===== src/rtl/ext_bus_seq_pkg.sv =====
// ext_bus_seq_pkg: shared types and constants for the external memory-cycle sequencer.
// Revision: 1.0
`default_nettype none

package ext_bus_seq_pkg;

  localparam int ADDR_W   = 16;
  localparam int DATA_W   = 8;
  localparam int T_STATES = 4;

  localparam logic [DATA_W-1:0] RDATA_RESET = 8'hFF;

  typedef enum logic [2:0] {
    ST_IDLE = 3'd0,
    ST_T1   = 3'd1,
    ST_T2   = 3'd2,
    ST_T3   = 3'd3,
    ST_T4   = 3'(T_STATES),
    ST_TW   = 3'd5
  } bus_state_e;

  // States in which the bus is owned by a machine cycle (strobes may be active).
  function automatic logic is_active(input bus_state_e s);
    return (s == ST_T1) || (s == ST_T2) || (s == ST_T3) || (s == ST_TW);
  endfunction

  // States in which the write strobe and data-out enable are asserted.
  function automatic logic is_write_window(input bus_state_e s);
    return (s == ST_T2) || (s == ST_T3) || (s == ST_TW);
  endfunction

endpackage

`default_nettype wire


===== src/rtl/bus_seq_fsm.sv =====
// bus_seq_fsm: T-state register and next-state logic; optional TW stretch under BUS_WAIT_EN.
// Revision: 1.0
`default_nettype none

module bus_seq_fsm
  import ext_bus_seq_pkg::*;
(
  input  logic       CLK,
  input  logic       nRESET,
  input  logic       i_req,
`ifdef BUS_WAIT_EN
  input  logic       nWAIT,
`endif
  output bus_state_e o_state,
  output logic       o_accept
);

  bus_state_e r_state;
  bus_state_e w_next;

  always_ff @(posedge CLK or negedge nRESET) begin
    if (!nRESET) begin
      r_state <= ST_IDLE;
    end else begin
      r_state <= w_next;
    end
  end

  // A new request is only accepted from IDLE or the last T-state, so back-to-back
  // cycles chain T4 -> T1 without an idle gap.
  always_comb begin
    w_next = ST_IDLE;
    case (r_state)
      ST_IDLE, ST_T4: w_next = i_req ? ST_T1 : ST_IDLE;
      ST_T1:          w_next = ST_T2;
`ifdef BUS_WAIT_EN
      ST_T2:          w_next = nWAIT ? ST_T3 : ST_TW;
      ST_TW:          w_next = nWAIT ? ST_T3 : ST_TW;
`else
      ST_T2:          w_next = ST_T3;
`endif
      ST_T3:          w_next = ST_T4;
      default:        w_next = ST_IDLE;
    endcase
  end

  always_comb begin
    o_state  = r_state;
    o_accept = ((r_state == ST_IDLE) || (r_state == ST_T4)) && i_req;
  end

endmodule

`default_nettype wire


===== src/rtl/ext_bus_seq.sv =====
// ext_bus_seq: four-T-state external memory cycle sequencer with registered pin outputs.
// Optional wait-state support is enabled by defining BUS_WAIT_EN. Revision: 1.0
`default_nettype none

module ext_bus_seq
  import ext_bus_seq_pkg::*;
(
  input  logic              CLK,
  input  logic              nRESET,
  input  logic              req_rd,
  input  logic              req_wr,
  input  logic [ADDR_W-1:0] addr,
  input  logic              Test1,
  input  logic [DATA_W-1:0] DataBus_in,
`ifdef BUS_WAIT_EN
  input  logic              nWAIT,
`endif
  output logic [ADDR_W-1:0] A,
  output logic              nRD,
  output logic              nWR,
  output logic              DataOut,
  output logic [DATA_W-1:0] rdata,
  output logic              rdata_valid,
  output logic              busy,
  output logic              cyc_done
);

  bus_state_e        w_state;
  logic              w_accept;
  logic              w_rd_strobe;
  logic              w_wr_strobe;

  logic [ADDR_W-1:0] r_addr;
  logic              r_is_rd;
  logic [ADDR_W-1:0] r_a;
  logic              r_nrd;
  logic              r_nwr;
  logic              r_dout;
  logic [DATA_W-1:0] r_rdata;
  logic              r_rdata_valid;
  logic              r_busy;
  logic              r_cyc_done;

  bus_seq_fsm u_fsm (
    .CLK      (CLK),
    .nRESET   (nRESET),
    .i_req    (req_rd | req_wr),
`ifdef BUS_WAIT_EN
    .nWAIT    (nWAIT),
`endif
    .o_state  (w_state),
    .o_accept (w_accept)
  );

  // Read wins a simultaneous request, so the direction latch only needs req_rd.
  always_ff @(posedge CLK or negedge nRESET) begin
    if (!nRESET) begin
      r_addr  <= '0;
      r_is_rd <= 1'b0;
    end else if (w_accept) begin
      r_addr  <= addr;
      r_is_rd <= req_rd;
    end
  end

  // Test1 gates the strobes every cycle so a mid-cycle change lands on the next edge.
  always_comb begin
    w_rd_strobe = r_is_rd  && !Test1 && is_active(w_state);
    w_wr_strobe = !r_is_rd && !Test1 && is_write_window(w_state);
  end

  // Pins are decoded from the current state and registered, so they trail it by one edge.
  always_ff @(posedge CLK or negedge nRESET) begin
    if (!nRESET) begin
      r_a           <= '0;
      r_nrd         <= 1'b1;
      r_nwr         <= 1'b1;
      r_dout        <= 1'b0;
      r_rdata       <= RDATA_RESET;
      r_rdata_valid <= 1'b0;
      r_busy        <= 1'b0;
      r_cyc_done    <= 1'b0;
    end else begin
      if (w_state == ST_T1) begin
        r_a <= r_addr;
      end
      r_nrd  <= !w_rd_strobe;
      r_nwr  <= !w_wr_strobe;
      r_dout <= w_wr_strobe;
      if ((w_state == ST_T3) && r_is_rd) begin
        r_rdata <= Test1 ? RDATA_RESET : DataBus_in;
      end
      r_rdata_valid <= (w_state == ST_T4) && r_is_rd;
      r_busy        <= is_active(w_state);
      r_cyc_done    <= (w_state == ST_T4);
    end
  end

  assign A           = r_a;
  assign nRD         = r_nrd;
  assign nWR         = r_nwr;
  assign DataOut     = r_dout;
  assign rdata       = r_rdata;
  assign rdata_valid = r_rdata_valid;
  assign busy        = r_busy;
  assign cyc_done    = r_cyc_done;

endmodule

`default_nettype wire


===== config.mk =====
export PLATFORM = sky130hd
export DESIGN_NAME = ext_bus_seq
export DESIGN_NICKNAME = d
export VERILOG_FILES = /design/src/rtl/ext_bus_seq_pkg.sv /design/src/rtl/bus_seq_fsm.sv /design/src/rtl/ext_bus_seq.sv
export SDC_FILE = /design/constraint.sdc
export NUM_CORES = 1
export LEC_CHECK = 0
export BUFFER_PORTS_ARGS = -buffer_cell sky130_fd_sc_hd__clkbuf_2
export CAP_MARGIN = 0
export CORE_ASPECT_RATIO = 1.5
export CORE_MARGIN = 2
export CORE_UTILIZATION = 50
export CTS_CLUSTER_SIZE = 16
export DETAILED_ROUTE_END_ITERATION = 10
export PLACE_DENSITY = 0.77
export SLEW_MARGIN = 10
export SYNTH_ARGS = -nofsm -noshare
export SYNTH_HDL_FRONTEND = slang
export SYNTH_SLANG_ARGS = --single-unit
export TNS_END_PERCENT = 10

===== constraint.sdc =====
create_clock -name CLK -period 2 [get_ports CLK]
set_input_delay 0.1 -clock CLK [delete_from_list [all_inputs] [get_ports CLK]]
set_output_delay 0.1 -clock CLK [all_outputs]
set_load 0.02 [all_outputs]

# Yosys cells after proc, flatten, opt, wreduce, memory -nomap -nowiden
# Index checks and enable logic that the tools add are counted.
# Widths: inputs -> output; s select.
# op_classes
n_bitwise	1
n_mux	3
reduce_logical	19
n_eq_ne	5
# op_table
cell	n
$pmux 3 s4	1
$mux 8	1
$logic_and 1x1->1	7
$eq 3x2->1 const B	2
$eq 3x3->1 const B	2
$logic_or 1x1->1	6
$logic_not 1->1	4
$eq 3x1->1 const B	1
$logic_not 3->1	1
$reduce_or 2->1	1
$mux 1	1
$or 1x1->1	1
# totals
ff_bits	50
out_inout_bits	30

# Depth between registers and ports, before layout
# logic_depth
depth_word	6
ltp_mapped	5
ltp_nobuf	3

# Hierarchy
# A second synthesis with hierarchy kept.
# hier_totals
hier_cells	133
hier_area_um2	2005.7
# by_module_without_submodules
module	cells_each	area_each_um2	instances
ext_bus_seq	123	1891.8	1
bus_seq_fsm	10	113.9	1

# Least setup slack after synthesis
# OpenSTA, ideal clock, no wires.
# synth_timing
path_kind	reg2reg
from	register u_fsm.r_state[1] (netlist: u_fsm.o_state[1])
to	register r_a[10] (netlist: A[10])
path_stages_with_launch	5
arrival_time_ps	1301
slack_ps	574
setup_ps	125
path_cell_list	dfrtp_1 > nand2b_1 > nor2_4 > buf_4 > mux2_2
# synth_via
elab_chain_cells	1
# synth_rtl
element	line_no	source
start, declared	bus_seq_fsm.sv:18	bus_state_e r_state;
start signal, assigned	bus_seq_fsm.sv:25	r_state <= w_next;
$eq 3x1->1	ext_bus_seq.sv:84	if (w_state == ST_T1) begin
end signal, assigned	ext_bus_seq.sv:85	r_a <= r_addr;
end, declared	ext_bus_seq.sv:35	logic [ADDR_W-1:0] r_a;
# No other way between the ends.
# A chain may end at the register's enable or synchronous reset.

# Final worst setup path
# layout_timing
from	register u_fsm.r_state[1] (netlist: u_fsm.o_state[1])
to	register r_a[1] (netlist: A[1])
# Same word-level chain as after synthesis.

==> flow_summary_export.csv <==
group,metric,value,unit
pwr,p_leak,1.16,nW
clock_tree,cts_tree,"done",
critical_path,cp.arrival,1.75,ns
logic_synthesis,ys_top_cells_by_count,"40 x dfrtp_1, 23 x mux2_2, 11 x nand2_1",
place,dp_hpwl,2470,µm
critical_path,rrSetupSlack,0.43,ns
clock_tree,clockRootBuffer,"clkbuf_8",
layout,final_net_count,224,
critical_path,reg2reg_to,"A[1]",
critical_path,crit_path_start,"u_fsm.o_state[1]",
pwr,p_int,2.68,mW
clock_tree,post_cts_buffers,0,
timing,rsz0062_at_grt,"no",
timing,period_share,0.785,
timing,slew_violations,0,
grt,grt_start_max_net_pins,31,
detailed_routing,first_iter_violations,21,
critical_path,crit_path_max_incr_delay,0.44,ns
layout,fin_cells,239,
hold_path,hp-class,"in2reg",
logic_synthesis,syn_area,1920,µm²
pwr,power.density,1770,nW/µm²
logic_synthesis,ys.flop_type,"dfrtp_1",
clock_tree,clockBufferDepth,2,
critical_path,cp_cell_sequence,"nand2b_1 -> nor2_4 -> mux2_2",
layout,drive_above_1_share,0.571,
run_status,status,"completed",
grt,gr-total-overflow,0,
timing,period_needed,1.57,ns
logic_synthesis,synth_top_area_frac,0.522,
floorplanning,chipHeight,79.9,µm
critical_path,start_kind,"flip-flop",
floorplanning,fp.dieW,54.6,µm
logic_synthesis,yosysUniqueCellTypes,24,
logic_synthesis,ys_top_cells_by_area,"dfrtp_1 52%, dfstp_2 14%, mux2_2 14%",
timing,setup_viol,0,
logic_synthesis,synth_seq_cells,50,
clock_tree,cts_buffers,5,
timing,tightestPinTransition,0.532,ns
pwr,vdd_drop_max,1120,µV
clock_tree,clkTransAtPathRegs,0.08,ns
timing,clock.fmax,637,MHz
timing,max-slew-margin-rel,0.643,
logic_synthesis,yosysSeqAreaShare,0.659,
detailed_routing,vias,1197,
logic_synthesis,avgSynthCellArea,14.6,µm²
critical_path,required,2.18,ns
timing,fin_worst_skew,0.00399,ns
place,dp_cells,230,
grt,grt_usage,0.174,
detailed_routing,dr.pass1.iters,3,
layout,diodes,0,
logic_synthesis,synth_top_area_cell,"dfrtp_1",
floorplanning,rows,27,
pwr,switching_power,1.48,mW
detailed_routing,wire_per_inst,14.0,µm
logic_synthesis,syn-num-nets,160,
critical_path,end_kind,"flip-flop",
detailed_routing,wirelength,3350,µm
pwr,pwr-share-comb,0.411,
logic_synthesis,synth_edf_count,0,
pwr,p_clk_frac,0.140,
logic_synthesis,ys_async_sr_fraction,1.00,
floorplanning,start_util,0.521,
flow_run,cap_violations,0,
floorplanning,io_pins,59,
critical_path,reg2regPathDepth,3,
critical_path,crit_path_max_fanout,16,
critical_path,crit_path_end,"A[1]",
grt,grt_pass1_wl,5400,µm
clock_tree,clock_latency,0.29,ns
detailed_routing,drc,0,
detailed_routing,viasPerCell,5.01,
critical_path,crit_type,"reg2reg",
logic_synthesis,syn-instance-count,131,
clock_tree,cts.sinks,50,
pwr,p_seq_frac,0.450,
critical_path,r2r_start,"u_fsm.o_state[1]",
layout,nFillCells,304,
place,gp_congestion,0.766,
clock_tree,htree_levels,2,
floorplanning,dieArea,4360,µm²
timing,setup_tns,0,ns
place,io_buffers,58,
logic_synthesis,yosys_warnings,0,
layout,area_growth,22.6,%
logic_synthesis,synth_most_common_cell,"dfrtp_1",
critical_path,cp_slowest_cell,"dfrtp_1",
grt,grt_antenna_before_repair,0,
grt,grt_pass1_vias,1210,
detailed_routing,final_antenna_net_count,0,
timing,hold_viol,0,
pwr,netSwitchingFraction,0.357,
floorplanning,core,3680,µm²
what timing repair did:
action                    in CTS  in global routing
resized for setup              0                  0
hold endpoints to repair      40                  0
hold buffers                   1                  0
through the flow:
| step | hold WS (ns) | area, µm² | util | worst slack [ns] | power, mW |
|---|---|---|---|---|---|
| floorplan | -0.196 | 1920 | - | 0.574 | 3.12 |
| global placement | 0.101 | 2250 | 0.611 | 0.483 | 3.52 |
| detailed placement | 0.0971 | 2250 | 0.611 | 0.410 | 3.63 |
| CTS | 0.0226 | 2350 | 0.639 | 0.402 | 4.22 |
| global route | 0.0188 | 2350 | 0.639 | 0.340 | 4.44 |
| finish | 0.0322 | 2350 | 0.639 | 0.430 | 4.16 |
metal layers:
layer | global-route usage | wire (µm) | up-vias
li1 | - | - | 571
met1 | 0.196 | 1320 | 576
met2 | 0.290 | 1720 | 45
met3 | 0.0618 | 245 | 5
met4 | 0.0675 | 57 | 0
met5 | 0 | 0 | -
logic make-up after synthesis:
family / after synthesis / share of synthesized area
flip-flops: 50 / 0.659
buffers and inverters: 7 / 0.0215
AO/OA/AOI/OAI: 13 / 0.0404
multiplexers: 32 / 0.205
AND/OR/NAND/NOR: 29 / 0.0737
layout by cell type, fill, tap and decap left out, drive strengths merged:
cell type    netlist  routed
a21oi              1       1
and2               1       1
and3               1       1
dfstp             10      10
clkbuf             1      65
nor2              11      11
nand2b             2       2
inv                2       2
a211o              1       1
nand4b             1       1
clkinv             0       1
mux2              32      32
dlygate4sd3        0       1
o21a               1       1
o21bai             1       1
o21ai              8       8
buf                4       3
a22o               1       1
nand3b             2       2
dfrtp             40      40
nand2             11      11
registers in the layout, summed over array words and instances (netlist names), 3 cells and up:
name	cells
rdata	8
A	16
r_addr	16
u_fsm.o_state	3
power by group through the flow:
| stage | registers (mW) | logic [mW] | clock network [mW] |
|---|---|---|---|
| final | 1.87 | 1.71 | 0.581 |
| after global routing | 1.93 | 1.87 | 0.644 |
| after CTS | 1.87 | 1.74 | 0.605 |
| after detailed placement | 1.88 | 1.75 | 0 |
| after global placement | 1.85 | 1.67 | 0 |
| after floorplan | 2.19 | 0.927 | 0 |
area by class of cell:
type,count,area (µm²),area share
Clock buffer,7,86.3,0.0367
Clock inverter,1,5.00,0.00213
Inverter,2,7.51,0.00319
Multi-Input combinational cell,74,613,0.261
Sequential cell,50,1260,0.537
Tap cell,43,53.8,0.0229
Timing Repair Buffer,62,323,0.137
worst max-delay path: cells and delay by family, from the launching register on:
family / cells / cell delay, ns
mux: 1 / 0.39
flops: 1 / 0.44
simple gates: 2 / 0.63
worst min path at each step:
stage	from	endpoint	cells past startpoint
4_1_cts	addr[4]	r_addr[4]	2
5_1_grt	addr[4]	r_addr[4]	2
3_3_place_gp	nRESET	A[1]	2
6_report	addr[15]	r_addr[15]	2
3_5_place_dp	nRESET	r_addr[15]	2
2_1_floorplan	nRESET	A[0]	0
Note: power is estimated with default switching activity, not from simulation.
